===== src/rtl/rxuart_cfg_if.sv =====
// Serial receiver bundle: the RX line in, plus the received word, strobe and status flags out.
interface rxuart_cfg_if #(
  parameter int unsigned DATA_BITS = 8
);
  logic                 i_uart_rx;
  logic                 o_stb;
  logic [DATA_BITS-1:0] o_data;
  logic                 o_parity_err;
  logic                 o_frame_err;
  logic                 o_break;
  logic                 o_busy;

  modport master (
    output i_uart_rx,
    input  o_stb, o_data, o_parity_err, o_frame_err, o_break, o_busy
  );

  modport slave (
    input  i_uart_rx,
    output o_stb, o_data, o_parity_err, o_frame_err, o_break, o_busy
  );
endinterface


===== src/rtl/rxuart_cfg.sv =====
// Configurable UART receiver with configurable data width, parity and stop bits.
// Rejects false starts and detects parity, framing and break conditions.
module rxuart_cfg #(
  parameter int unsigned CLKS_PER_BAUD = 217,
  parameter int unsigned DATA_BITS     = 8,
  parameter int unsigned PARITY        = 0,
  parameter int unsigned STOP_BITS     = 1
) (
  input logic         i_clk,
  input logic         i_rst_n,
  rxuart_cfg_if.slave bus
);
  localparam int unsigned CNT_W = $clog2(CLKS_PER_BAUD);
  localparam int unsigned IDX_W = $clog2(DATA_BITS);
  localparam logic [CNT_W-1:0] HALF_RELOAD = CNT_W'(CLKS_PER_BAUD / 2 - 1);
  localparam logic [CNT_W-1:0] FULL_RELOAD = CNT_W'(CLKS_PER_BAUD - 1);
  localparam logic [IDX_W-1:0] LAST_IDX    = IDX_W'(DATA_BITS - 1);
  localparam logic HAS_PAR  = (PARITY != 0);
  localparam logic PAR_ODD  = (PARITY == 1);
  localparam logic TWO_STOP = (STOP_BITS == 2);

  typedef enum logic [2:0] {
    S_IDLE, S_START, S_DATA, S_PARITY, S_STOP, S_WAIT_HIGH
  } state_t;

  state_t               state_q, state_d;
  logic                 sync1_q, sync2_q;
  logic [CNT_W-1:0]     cnt_q, cnt_d;
  logic [IDX_W-1:0]     idx_q, idx_d;
  logic [DATA_BITS-1:0] shreg_q, shreg_d;
  logic                 perr_q, perr_d, ferr_q, ferr_d;
  logic                 low_q, low_d, stop2_q, stop2_d;
  logic                 stb_q, stb_d, pe_q, pe_d, fe_q, fe_d, brk_q, brk_d, busy_q, busy_d;
  logic [DATA_BITS-1:0] data_q, data_d;
  logic                 baud_stb;
  logic                 ferr_next;

  assign baud_stb  = (cnt_q == '0);
  assign ferr_next = ferr_q | ~sync2_q;

  // State, counter and output registers; synchroniser idles high.
  always_ff @(posedge i_clk or negedge i_rst_n) begin
    if (!i_rst_n) begin
      sync1_q <= 1'b1;
      sync2_q <= 1'b1;
      state_q <= S_IDLE;
      cnt_q   <= '0;
      idx_q   <= '0;
      shreg_q <= '0;
      perr_q  <= 1'b0;
      ferr_q  <= 1'b0;
      low_q   <= 1'b0;
      stop2_q <= 1'b0;
      stb_q   <= 1'b0;
      data_q  <= '0;
      pe_q    <= 1'b0;
      fe_q    <= 1'b0;
      brk_q   <= 1'b0;
      busy_q  <= 1'b0;
    end else begin
      sync1_q <= bus.i_uart_rx;
      sync2_q <= sync1_q;
      state_q <= state_d;
      cnt_q   <= cnt_d;
      idx_q   <= idx_d;
      shreg_q <= shreg_d;
      perr_q  <= perr_d;
      ferr_q  <= ferr_d;
      low_q   <= low_d;
      stop2_q <= stop2_d;
      stb_q   <= stb_d;
      data_q  <= data_d;
      pe_q    <= pe_d;
      fe_q    <= fe_d;
      brk_q   <= brk_d;
      busy_q  <= busy_d;
    end
  end

  // Next state; low_q tracks "every sample so far was low" for break detection.
  always_comb begin
    state_d = state_q;
    cnt_d   = baud_stb ? '0 : cnt_q - CNT_W'(1);
    idx_d   = idx_q;
    shreg_d = shreg_q;
    perr_d  = perr_q;
    ferr_d  = ferr_q;
    low_d   = low_q;
    stop2_d = stop2_q;
    stb_d   = 1'b0;
    data_d  = data_q;
    pe_d    = pe_q;
    fe_d    = fe_q;
    brk_d   = brk_q;
    case (state_q)
      S_IDLE: begin
        if (!sync2_q) begin
          state_d = S_START;
          cnt_d   = HALF_RELOAD;
        end
      end
      S_START: begin
        if (baud_stb) begin
          if (sync2_q) begin
            state_d = S_IDLE;
          end else begin
            state_d = S_DATA;
            cnt_d   = FULL_RELOAD;
            idx_d   = '0;
            perr_d  = 1'b0;
            ferr_d  = 1'b0;
            low_d   = 1'b1;
            stop2_d = 1'b0;
          end
        end
      end
      S_DATA: begin
        if (baud_stb) begin
          cnt_d   = FULL_RELOAD;
          shreg_d = {sync2_q, shreg_q[DATA_BITS-1:1]};
          low_d   = low_q & ~sync2_q;
          if (idx_q == LAST_IDX) state_d = HAS_PAR ? S_PARITY : S_STOP;
          else                   idx_d   = idx_q + IDX_W'(1);
        end
      end
      S_PARITY: begin
        if (baud_stb) begin
          cnt_d   = FULL_RELOAD;
          perr_d  = ((^shreg_q) ^ sync2_q) != PAR_ODD;
          low_d   = low_q & ~sync2_q;
          state_d = S_STOP;
        end
      end
      S_STOP: begin
        if (baud_stb) begin
          if (TWO_STOP && !stop2_q) begin
            cnt_d   = FULL_RELOAD;
            stop2_d = 1'b1;
            ferr_d  = ferr_next;
            low_d   = low_q & ~sync2_q;
          end else begin
            stb_d   = 1'b1;
            data_d  = shreg_q;
            pe_d    = perr_q;
            fe_d    = ferr_next;
            brk_d   = stop2_q ? low_q : (low_q & ~sync2_q);
            state_d = sync2_q ? S_IDLE : S_WAIT_HIGH;
          end
        end
      end
      S_WAIT_HIGH: begin
        if (sync2_q) state_d = S_IDLE;
      end
      default: begin
        state_d = S_IDLE;
        cnt_d   = '0;
      end
    endcase
    busy_d = (state_d != S_IDLE);
  end

  assign bus.o_stb        = stb_q;
  assign bus.o_data       = data_q;
  assign bus.o_parity_err = pe_q;
  assign bus.o_frame_err  = fe_q;
  assign bus.o_break      = brk_q;
  assign bus.o_busy       = busy_q;
endmodule


===== src/flat_wrapper.sv =====
// flat-port wrapper written by rule: the top's interface ports become plain ports
module rxuart_cfg_flat 
#(
  parameter int unsigned CLKS_PER_BAUD = 217,
  parameter int unsigned DATA_BITS     = 8,
  parameter int unsigned PARITY        = 0,
  parameter int unsigned STOP_BITS     = 1
)
  (i_clk, i_rst_n, bus_i_uart_rx, bus_o_stb, bus_o_data, bus_o_parity_err, bus_o_frame_err, bus_o_break, bus_o_busy);
  rxuart_cfg_if #(.DATA_BITS(DATA_BITS)) bus_i ();
  input logic i_clk;
  input logic i_rst_n;
  input wire logic [$bits(bus_i.i_uart_rx)-1:0] bus_i_uart_rx;
  output wire logic [$bits(bus_i.o_stb)-1:0] bus_o_stb;
  output wire logic [$bits(bus_i.o_data)-1:0] bus_o_data;
  output wire logic [$bits(bus_i.o_parity_err)-1:0] bus_o_parity_err;
  output wire logic [$bits(bus_i.o_frame_err)-1:0] bus_o_frame_err;
  output wire logic [$bits(bus_i.o_break)-1:0] bus_o_break;
  output wire logic [$bits(bus_i.o_busy)-1:0] bus_o_busy;
  assign bus_i.i_uart_rx = bus_i_uart_rx;
  assign bus_o_stb = bus_i.o_stb;
  assign bus_o_data = bus_i.o_data;
  assign bus_o_parity_err = bus_i.o_parity_err;
  assign bus_o_frame_err = bus_i.o_frame_err;
  assign bus_o_break = bus_i.o_break;
  assign bus_o_busy = bus_i.o_busy;
  rxuart_cfg #(.CLKS_PER_BAUD(CLKS_PER_BAUD), .DATA_BITS(DATA_BITS), .PARITY(PARITY), .STOP_BITS(STOP_BITS)) u_core (.i_clk(i_clk), .i_rst_n(i_rst_n), .bus(bus_i));
endmodule

===== config.mk =====
export PLATFORM = sky130hd
export DESIGN_NAME = rxuart_cfg_flat
export DESIGN_NICKNAME = d
export VERILOG_FILES = /design/src/rtl/rxuart_cfg_if.sv /design/src/rtl/rxuart_cfg.sv /design/src/flat_wrapper.sv
export SDC_FILE = /design/constraint.sdc
export NUM_CORES = 1
export LEC_CHECK = 0
export CORE_ASPECT_RATIO = 0.6
export CORE_MARGIN = 4
export CORE_UTILIZATION = 61
export CTS_CLUSTER_SIZE = 40
export DETAILED_ROUTE_END_ITERATION = 8
export PLACE_DENSITY = 0.83
export SYNTH_ARGS = -nofsm -noshare
export SYNTH_HDL_FRONTEND = slang
export SYNTH_SLANG_ARGS = --single-unit

===== constraint.sdc =====
create_clock -name i_clk -period 3.2 [get_ports i_clk]
set_input_delay 0.32 -clock i_clk [delete_from_list [all_inputs] [get_ports i_clk]]
set_output_delay 0.32 -clock i_clk [all_outputs]
set_load 0.005 [all_outputs]

==> results of run 1 <==
layer usage:
| layer | part of all wire | GRT usage | vias to the layer above |
|---|---|---|---|
| met5 | 0 | 0 | - |
| met4 | 0.0083 | 0.0478 | 0 |
| met3 | 0.057 | 0.0571 | 4 |
| met2 | 0.47 | 0.335 | 42 |
| met1 | 0.47 | 0.314 | 705 |
| li1 | - | - | 644 |
layout by cell type (no fill, tap or decap), drive strengths merged, types with 7 or more instances in the layout:
cell type | netlist | layout
o21ai | 11 | 11
inv | 8 | 8
xnor2 | 7 | 7
mux2 | 16 | 16
nand2 | 11 | 11
dfrtp | 37 | 37
clkbuf | 5 | 8
nor2 | 8 | 8
a21oi | 11 | 11
clkdlybuf4s50 | 0 | 14
flip-flops by register name, indices dropped and copies added (netlist names):
signal,cells
u_core.sync2_q,1
u_core.bus.o_busy,1
u_core.bus.o_stb,1
u_core.cnt_q,8
u_core.bus.o_break,1
u_core.shreg_q,8
u_core.sync1_q,1
u_core.perr_q,1
u_core.idx_q,3
u_core.low_q,1
u_core.bus.o_data,8
u_core.bus.o_frame_err,1
u_core.state_q,3
u_core.bus.o_parity_err,1
area by class of cell:
class / count / area share
Multi-Input combinational cell: 113 / 0.404
Tap cell: 42 / 0.0240
Timing Repair Buffer: 15 / 0.0662
Sequential cell: 39 / 0.447
Inverter: 8 / 0.0137
Clock buffer: 8 / 0.0457
stage by stage:
| stage | total power, µW | cells | worst slack (ns) | cell area [µm²] | hold WS (ns) |
|---|---|---|---|---|---|
| after global routing | 901 | 225 | 0.960 | 2190 | 0.197 |
| after global placement | 523 | 217 | 1.23 | 2090 | 0.346 |
| after detailed placement | 524 | 217 | 1.13 | 2090 | 0.349 |
| after CTS | 874 | 225 | 1.14 | 2190 | 0.150 |
| after floorplan | 511 | 168 | 1.41 | 1930 | 0.0244 |
| final | 866 | 225 | 1.14 | 2190 | 0.132 |
how the worst max path moves through the flow:
| stage | to | start | slack (ns) |
|---|---|---|---|
| detailed placement | u_core.bus.o_data[1] | u_core.cnt_q[0] | 1.13 |
| global placement | u_core.state_q[2] | u_core.cnt_q[4] | 1.23 |
| floorplan | u_core.state_q[2] | u_core.cnt_q[4] | 1.41 |
| CTS | u_core.bus.o_data[1] | u_core.cnt_q[0] | 1.14 |
| finish | u_core.bus.o_data[1] | u_core.cnt_q[0] | 1.14 |
| global route | u_core.idx_q[0] | u_core.cnt_q[0] | 0.96 |
logic make-up (layout without fill, tap and decap cells):
family,after synthesis,count (layout),share of synthesized area
adders and majority gates,4,4,0.0259
AOI/OAI and AO/OA,43,43,0.148
buffers and inverters,16,31,0.0362
DFF,39,39,0.506
and+or+nand+nor,40,40,0.138
muxes,16,16,0.0932
xor gates and xnor gates,10,10,0.0524
power by group:
group          leakage (µW)  switching (µW)  internal [µW]  total, µW
Sequential         0.000502            2.20            495        497
Clock             0.0000515             156            197        353
Combinational      0.000424            12.3           4.24       16.5
Total              0.000978             170            696        866
==> impl_metrics.csv, run 1 <==
group,metric,value,unit
floorplan,start_util,0.656,
cts,cts_tree,"yes",
floorplan,die_h,51.6,µm
sta,max_freq,0.484,GHz
worst_setup_path,critPathCaptureType,"flip-flop",
power_and_ir_drop,irDropWorstVdd,0.436,mV
worst_setup_path,worst-path-max-fanout,15,
sta,tightest_slew,0.816,ns
worst_setup_path,crit_type,"flip-flop to flip-flop",
finish,n_antenna_cell,0,
worst_setup_path,r2r_start,"u_core.cnt_q[0]",
status,status,"finished, final reports clean",
floorplan,rows,15,
route,dr.pass1.iters,4,
sta,slew_violations,0,
floorplan,die-width,80.7,µm
floorplan,io_pins,16,
logic_synthesis,synth_edf_count,0,
logic_synthesis,syn_area_per_cell,11.5,µm²
logic_synthesis,netlist_area,1930,µm²
logic_synthesis,ys_top_cells_by_count,"dfrtp_1 (37), mux2_2 (16), a21oi_1 (11), nand2_1 (11), o21ai_0 (9)",
worst_setup_path,cpMaxStageDelayCell,"nand4_2",
worst_setup_path,startpoint_type,"flip-flop",
worst_setup_path,worstSetupPathDepth,5,
cts,cts.clk_slew.worst_paths,0.07,ns
grt,grt_pass1_wl,6.89,mm
logic_synthesis,yosys.cell_types.count,46,
sta,fin_setup_tns,0,ns
logic_synthesis,synthArstFlopShare,1.00,
logic_synthesis,synthFlopType,"dfrtp_1",
finish,drive_above_1_share,0.197,
worst_setup_path,r2r_slack,1.14,ns
worst_setup_path,worstPathRequired,3.36,ns
cts,cts-root-buf,"clkbuf_8",
worst_setup_path,crit_family,"simple AND/OR/NAND/NOR gates",
sta,period_needed,2.06,ns
min_path,hold_class,"primary input to async pin",
cts,clock-sinks,39,
cts,cts_setup_buffers,0,
cts,cts_buffer_depth,2,
worst_setup_path,cp_num_buf_inv,1,
finish,seq_area,978,µm²
finish,multiInputGateArea,885,µm²
route,drc,0,
sta,finalCritPeriodShare,0.645,
power_and_ir_drop,powerDensity,395,nW/µm²
worst_setup_path,ff2ff_path_depth,5,
worst_setup_path,cp.arrival,2.23,ns
route,wirelength,3.85,mm
floorplan,core_area,2950,µm²
finish,fin_util,0.744,
grt,grt_use_total,0.219,
route,drtIter0Drc,135,
logic_synthesis,yosysSeqAreaShare,0.506,
sta,finalSetupViolCount,0,
sta,slew_headroom,0.456,
cts,cts_hold_buf,0,
worst_setup_path,crit_chain,"inv_1, ha_1, nor3b_2, nand4_2, mux2_2",
finish,fin_nets,189,
cts,insertion_delay,0.28,ns
sta,rsz0062_at_grt,"false",
sta,final-hold-violation-count,0,
logic_synthesis,syn_inst,168,
route,routed_via_density,6.20,
job,max_cap_violations,0,
grt,globalRoute.totalOverflow,0,
placement,port_buffers,15,
logic_synthesis,syn_nets,175,
grt,grt_max_degree,40,
floorplan,dieArea,4160,µm²
logic_synthesis,synth_warnings,0,
cts,htree_levels,2,
logic_synthesis,yosys.area.top_type_share,0.479,
placement,dpl.hpwl,2.83,mm
worst_setup_path,reg2reg_to,"u_core.bus.o_data[1]",
route,wl_per_cell,17.1,µm
finish,synthToLayoutAreaGrowth,13.3,%
logic_synthesis,ys_ff_latch,39,
worst_setup_path,slowest_delay,0.44,ns
power_and_ir_drop,leakagePower,0.000978,µW
finish,fillCellCount,214,
route,drtAntennaViolNets,0,
cts,ctsResizeCount,0,
cts,cts_buffers,5,
grt,grt_pass1_vias,1363,
sta,finClkSkew,0.00545,ns
logic_synthesis,synth_top_cell_by_area,"dfrtp_1",
logic_synthesis,yosysMostFrequentCell,"dfrtp_1",
logic_synthesis,synth.area.top_cells,"dfrtp_1 (48%), mux2_2 (9.3%), xnor2_1 (3.2%)",
route,via_count,1395,
grt,antenna_found_initial,0,
placement,gp_congestion,0.873,
Note: power is estimated with default switching activity, not from simulation.
==> inputs of run 2 (changes only) <==
- CORE_UTILIZATION: 61 -> 51
- PLACE_DENSITY: 0.83 -> 0.74
- clock period: 3.2 -> 1.7 ns (I/O delays scaled with it)
==> run 2 against run 1 <==
The run now ends with setup timing left. Register-to-register slack worse by 1.2 ns. Fmax rose by 18%. Critical endpoint is now u_core.state_q[0]. Via count grew 12%. Largest power group unchanged. Critical path type unchanged. Final area rose by 18%. Worst setup slack got worse by 1.2 ns. Utilization decreased by 3.7 points. Sequential share of layout area decreased by 6.8 points. Non-clock buffer count is 33 higher.
==> impl_metrics.csv, run 2 (same netlist as run 1, synthesis figures left out) <==
group,metric,value,unit
finish,final_cell_area,2580,µm²
power_and_ir_drop,seq_power_share,0.584,
power_and_ir_drop,p_comb_frac,0.026,
sta,worst_slack,-0.0439,ns
finish,synthToLayoutAreaGrowth,33.7,%
sta,fin_setup_tns,-0.165,ns
cts,cts.clk_slew.worst_paths,0.08,ns
grt,grt_max_degree,40,
worst_setup_path,crit_type,"flip-flop to flip-flop",
placement,dp_cells,251,
route,dr.pass1.iters,4,
worst_setup_path,crit_path_start,"u_core.cnt_q[3]",
sta,finClkSkew,0.00470,ns
finish,layout_common_cells,"dfrtp_1 (37), buf_4 (26), mux2_2 (14), clkdlybuf4s50_1 (14), nand2_1 (10)",
route,wl_per_cell,17.4,µm
worst_setup_path,worstPathRequired,1.90,ns
floorplan,die-width,87.5,µm
sta,max_freq,0.573,GHz
floorplan,dieArea,4870,µm²
job,max_cap_violations,0,
worst_setup_path,r2r_start,"u_core.cnt_q[3]",
cts,htree_levels,2,
cts,insertion_delay,0.29,ns
sta,final-hold-violation-count,0,
cts,cts-root-buf,"clkbuf_8",
floorplan,die_h,55.7,µm
route,wirelength,4.59,mm
worst_setup_path,worst-path-max-fanout,7,
route,via_count,1566,
worst_setup_path,startpoint_type,"flip-flop",
power_and_ir_drop,switchingPower,366,µW
power_and_ir_drop,pwr-share-clk,0.390,
grt,grt_pass1_vias,1554,
route,drtAntennaViolNets,0,
route,routed_via_density,5.95,
power_and_ir_drop,swShare,0.229,
cts,cts_buffers,5,
power_and_ir_drop,powerDensity,618,nW/µm²
worst_setup_path,cp.arrival,1.94,ns
cts,cts_buffer_depth,2,
sta,slew_headroom,0.673,
status,status,"finished with violations",
placement,port_buffers,15,
finish,fin_cells,263,
min_path,hold_class,"primary input to flip-flop",
power_and_ir_drop,irDropWorstVdd,0.520,mV
grt,antenna_found_initial,0,
min_path,hp-start,"bus_i_uart_rx",
sta,tightest_slew,0.491,ns
sta,finalSetupViolCount,12,
sta,finalCritPeriodShare,1.03,
floorplan,rows,17,
floorplan,core_area,3660,µm²
finish,fin_nets,222,
cts,clock-sinks,39,
floorplan,io_pins,16,
finish,n_antenna_cell,0,
sta,period_needed,1.74,ns
finish,fillCellCount,267,
placement,gp_congestion,0.919,
cts,cts_tree,"yes",
grt,grt_pass1_wl,7.49,mm
finish,drive_above_1_share,0.389,
floorplan,start_util,0.528,
worst_setup_path,critPathCaptureType,"flip-flop",
grt,grt_use_total,0.198,
grt,globalRoute.totalOverflow,0,
status,violations,"setup timing",
placement,dpl_cell_area,2350,µm²
sta,rsz0062_at_grt,"true",
route,drtIter0Drc,102,
route,drc,0,
finish,layout_commonest_cell,"dfrtp_1",
power_and_ir_drop,leakagePower,0.00116,µW
placement,dpl.hpwl,3.00,mm
sta,slew_violations,0,
power_and_ir_drop,p_int,1230,µW
[run 2: cell count changes in the layout (fill, tap and decap cells not counted), sizes merged]
cell,previous run,this run
dlygate4sd3,0,1
buf,1,32
clkinv,0,1
clkinvlp,0,1
clkbuf,8,7
[run 2: what timing repair did]
item,in CTS,in global routing
gates cloned,0,1
hold buffers,1,0
buffers inserted,1,2
hold endpoints to repair,37,0
gates resized for setup,9,19
endpoints found under the setup margin,24,30
pin swaps,5,4
[run 2: critical path, stage by stage (launching register included)]
cell and delay [ns]:
dfrtp_1 0.42, or4_4 0.60, nor3_4 0.20, buf_6 0.16
o21ai_2 0.06, a221oi_2 0.22
[run 2: worst paths after layout]
kind | endpoint | slack (ns) | depth (start not counted)
min in group asynchronous | u_core.cnt_q[4] | 0.45 | 3
worst max register to register | u_core.state_q[0] | -0.04 | 5
worst min register to register | u_core.sync2_q | 0.36 | 0
max in group asynchronous | u_core.sync1_q | 0.88 | 3
worst max-delay path | u_core.state_q[0] | -0.04 | 5
worst min-delay path | u_core.sync1_q | 0.28 | 1
[run 2: layer usage]
layer  up-vias  share of wire  track usage
li1        708              -            -
met1       790           0.44        0.271
met5         -              0            0
met2        63           0.49        0.304
met3         5          0.061       0.0547
met4         0         0.0087       0.0613
[run 2: cell type report]
cell class                      instances  area (µm²)  area share
Clock inverter                          2        12.5     0.00484
Tap cell                               47        58.8      0.0228
Timing Repair Buffer                   48         440       0.170
Inverter                                8        30.0      0.0116
Clock buffer                            6        72.6      0.0281
Multi-Input combinational cell        113         991       0.384
Sequential cell                        39         978       0.379
[run 2: per-stage QoR]
stage,utilization,hold slack (ns),setup WS (ns),total power [µW]
after floorplan,-,-0.126,-0.0437,963
after global placement,0.643,0.244,-0.0419,990
after detailed placement,0.643,0.255,-0.190,991
after global routing,0.706,0.264,-0.0837,1660
final,0.706,0.277,-0.0439,1600
after CTS,0.679,0.270,-0.0228,1610
[run 2: power by group through the flow]
stage          combinational (µW)  clock, µW  sequential [µW]
2_1_floorplan                12.7          0              950
3_3_place_gp                 39.9          0              950
3_5_place_dp                 40.8          0              950
4_1_cts                      43.0        636              932
5_1_grt                      49.3        676              932
6_report                     42.3        622              932
==> inputs of run 3 (changes only) <==
- CORE_UTILIZATION: 51 -> 54
- CTS_BUF_LIST: not set -> sky130_fd_sc_hd__clkbuf_4 sky130_fd_sc_hd__clkbuf_8
- PLACE_DENSITY: 0.74 -> 0.78
==> run 3 against run 2 <==
The run still ends with setup timing left. Critical path depth stayed put. Register-to-register slack got worse by 0.13 ns. Via count is 7.4% higher. Non-clock buffer count rose by 1. Total power increased by 14%. Clock power increased by 35%. Sequential power rose by 0.4%. Fmax is 7.0% lower. Final cell count down 0.38%. Critical endpoint is now u_core.cnt_q[3]. Largest power group unchanged. Highest routed layer unchanged.
==> impl_metrics.csv, run 3 (same netlist as run 1, synthesis figures left out) <==
group,metric,value,unit
sta,finalCritPeriodShare,1.10,
sta,rsz0062_at_grt,"true",
grt,grt_pass1_wl,7.89,mm
floorplan,core_area,3340,µm²
status,status,"finished with violations",
cts,cts_buffer_depth,2,
floorplan,start_util,0.578,
worst_setup_path,ff2ff_path_depth,5,
min_path,hold_class,"primary input to flip-flop",
finish,drive_above_1_share,0.433,
route,via_count,1682,
finish,synthToLayoutAreaGrowth,39.2,%
sta,period_needed,1.87,ns
worst_setup_path,critPathCaptureType,"flip-flop",
cts,cts.clk_slew.worst_paths,0.08,ns
route,routed_via_density,6.42,
sta,slew_headroom,0.572,
status,violations,"setup timing",
min_path,hold_depth,1,
worst_setup_path,cpMaxStageDelayCell,"o31ai_1",
cts,clock-sinks,39,
power_and_ir_drop,swShare,0.214,
route,dr.pass1.iters,5,
placement,dp_cells,246,
floorplan,io_pins,16,
worst_setup_path,crit_chain,"buf_4, o31ai_1, o311ai_2, a2bb2oi_1, o2bb2ai_2",
grt,antenna_found_initial,0,
power_and_ir_drop,irDropWorstVdd,0.618,mV
finish,final_cell_area,2690,µm²
power_and_ir_drop,powerDensity,675,nW/µm²
cts,cts_buffers,5,
cts,insertion_delay,0.31,ns
finish,layout_common_cells,"dfrtp_1 (37), buf_4 (27), mux2_2 (15), clkdlybuf4s50_1 (14), nand2_1 (9)",
grt,grt_use_total,0.230,
sta,final-hold-violation-count,0,
cts,cts_tree,"yes",
sta,worst_slack,-0.174,ns
grt,globalRoute.totalOverflow,0,
grt,busiest_layer,"met2",
route,wl_per_cell,21.1,µm
grt,use_met3,0.0677,
power_and_ir_drop,seq_power_share,0.516,
worst_setup_path,crit_type,"flip-flop to flip-flop",
route,drc,0,
placement,gp_congestion,0.879,
grt,grt_max_degree,22,
job,max_cap_violations,0,
worst_setup_path,slowest_delay,0.57,ns
cts,cts-root-buf,"clkbuf_8",
route,drtAntennaViolNets,0,
placement,dpl_cell_area,2330,µm²
sta,max_freq,0.533,GHz
sta,fin_setup_tns,-1.46,ns
worst_setup_path,worstPathRequired,1.89,ns
grt,use_met1,0.292,
finish,fin_nets,223,
worst_setup_path,worst-path-max-fanout,4,
worst_setup_path,startpoint_type,"flip-flop",
route,drtIter0Drc,138,
floorplan,rows,16,
sta,slew_violations,0,
sta,finalSetupViolCount,27,
sta,tightest_slew,0.636,ns
placement,port_buffers,15,
route,wirelength,5.52,mm
finish,fin_cells,262,
power_and_ir_drop,leakagePower,0.00121,µW
floorplan,dieArea,4630,µm²
sta,finClkSkew,0.00522,ns
power_and_ir_drop,switchingPower,389,µW
floorplan,die_h,54.3,µm
finish,fillCellCount,177,
placement,dpl.hpwl,3.20,mm
finish,layout_commonest_cell,"dfrtp_1",
power_and_ir_drop,p_total,1820,µW
grt,grt_pass1_vias,1552,
power_and_ir_drop,p_int,1430,µW
power_and_ir_drop,p_comb_frac,0.022,
grt,use_met2,0.376,
floorplan,die-width,85.2,µm
finish,n_antenna_cell,0,
power_and_ir_drop,pwr-share-clk,0.462,
worst_setup_path,cp.arrival,2.06,ns
cts,htree_levels,2,
-- run 3: changes by cell type in the layout (fill, tap and decap cells not counted), sizes merged --
cell	delta
buf	+1
bufinv	+1
clkinv	-1
clkinvlp	-1
inv	+1
-- run 3: layout make-up --
cell class,instances,area [µm²],share of cell area
Multi-Input combinational cell,113,1050,0.390
Sequential cell,39,978,0.364
Timing Repair Buffer,49,457,0.170
Clock buffer,6,82.6,0.0307
Tap cell,45,56.3,0.0209
Clock inverter,2,38.8,0.0144
Inverter,8,30.0,0.0112
-- run 3: power groups by stage --
stage               logic (µW)  registers [µW]  clock network (µW)
finish                    40.0             936                 840
global route              45.6             937                 884
CTS                       40.0             935                 836
detailed placement        37.8             954                   0
global placement          37.2             953                   0
floorplan                 12.7             950                   0
-- run 3: routing by layer --
layer / up-vias / part of all wire / routed length [µm]
met5: - / 0 / 0
met4: 0 / 0.050 / 278
met3: 35 / 0.096 / 532
met2: 107 / 0.45 / 2510
met1: 826 / 0.40 / 2200
li1: 714 / - / -
-- run 3: worst paths after layout --
path | startpoint | to | slack [ns]
worst max-delay path | u_core.cnt_q[2] | u_core.cnt_q[3] | -0.17
min in group asynchronous | i_rst_n | u_core.cnt_q[0] | 0.35
max in group asynchronous | i_rst_n | u_core.shreg_q[7] | 0.83
worst min-delay path | bus_i_uart_rx | u_core.sync1_q | 0.26
worst min register to register | u_core.sync1_q | u_core.sync2_q | 0.36
worst max register to register | u_core.cnt_q[2] | u_core.cnt_q[3] | -0.17
-- run 3: repair_timing --
| action | CTS | global route |
|---|---|---|
| endpoints found under the setup margin | 30 | 33 |
| setup buffers | 4 | 3 |
| pin swaps | 6 | 10 |
| endpoints found under the hold margin | 17 | 0 |
| gates cloned | 0 | 1 |
| hold buffers | 1 | 0 |
| gates resized for setup | 14 | 25 |
-- run 3: through the flow --
step                worst slack, ns  hold slack (ns)   util
finish                       -0.174            0.260  0.805
global route                 -0.229            0.269  0.805
CTS                          -0.103            0.263  0.763
detailed placement           -0.185            0.152  0.696
global placement             -0.229            0.154  0.696
floorplan                   -0.0437           -0.126      -
-- run 3: worst max-delay path: cells and delay by family (launching register included) --
family                 cells  cell delay (ns)
AOI/OAI and AO/OA          4             1.19
DFF                        1             0.42
buffers and inverters      1             0.16
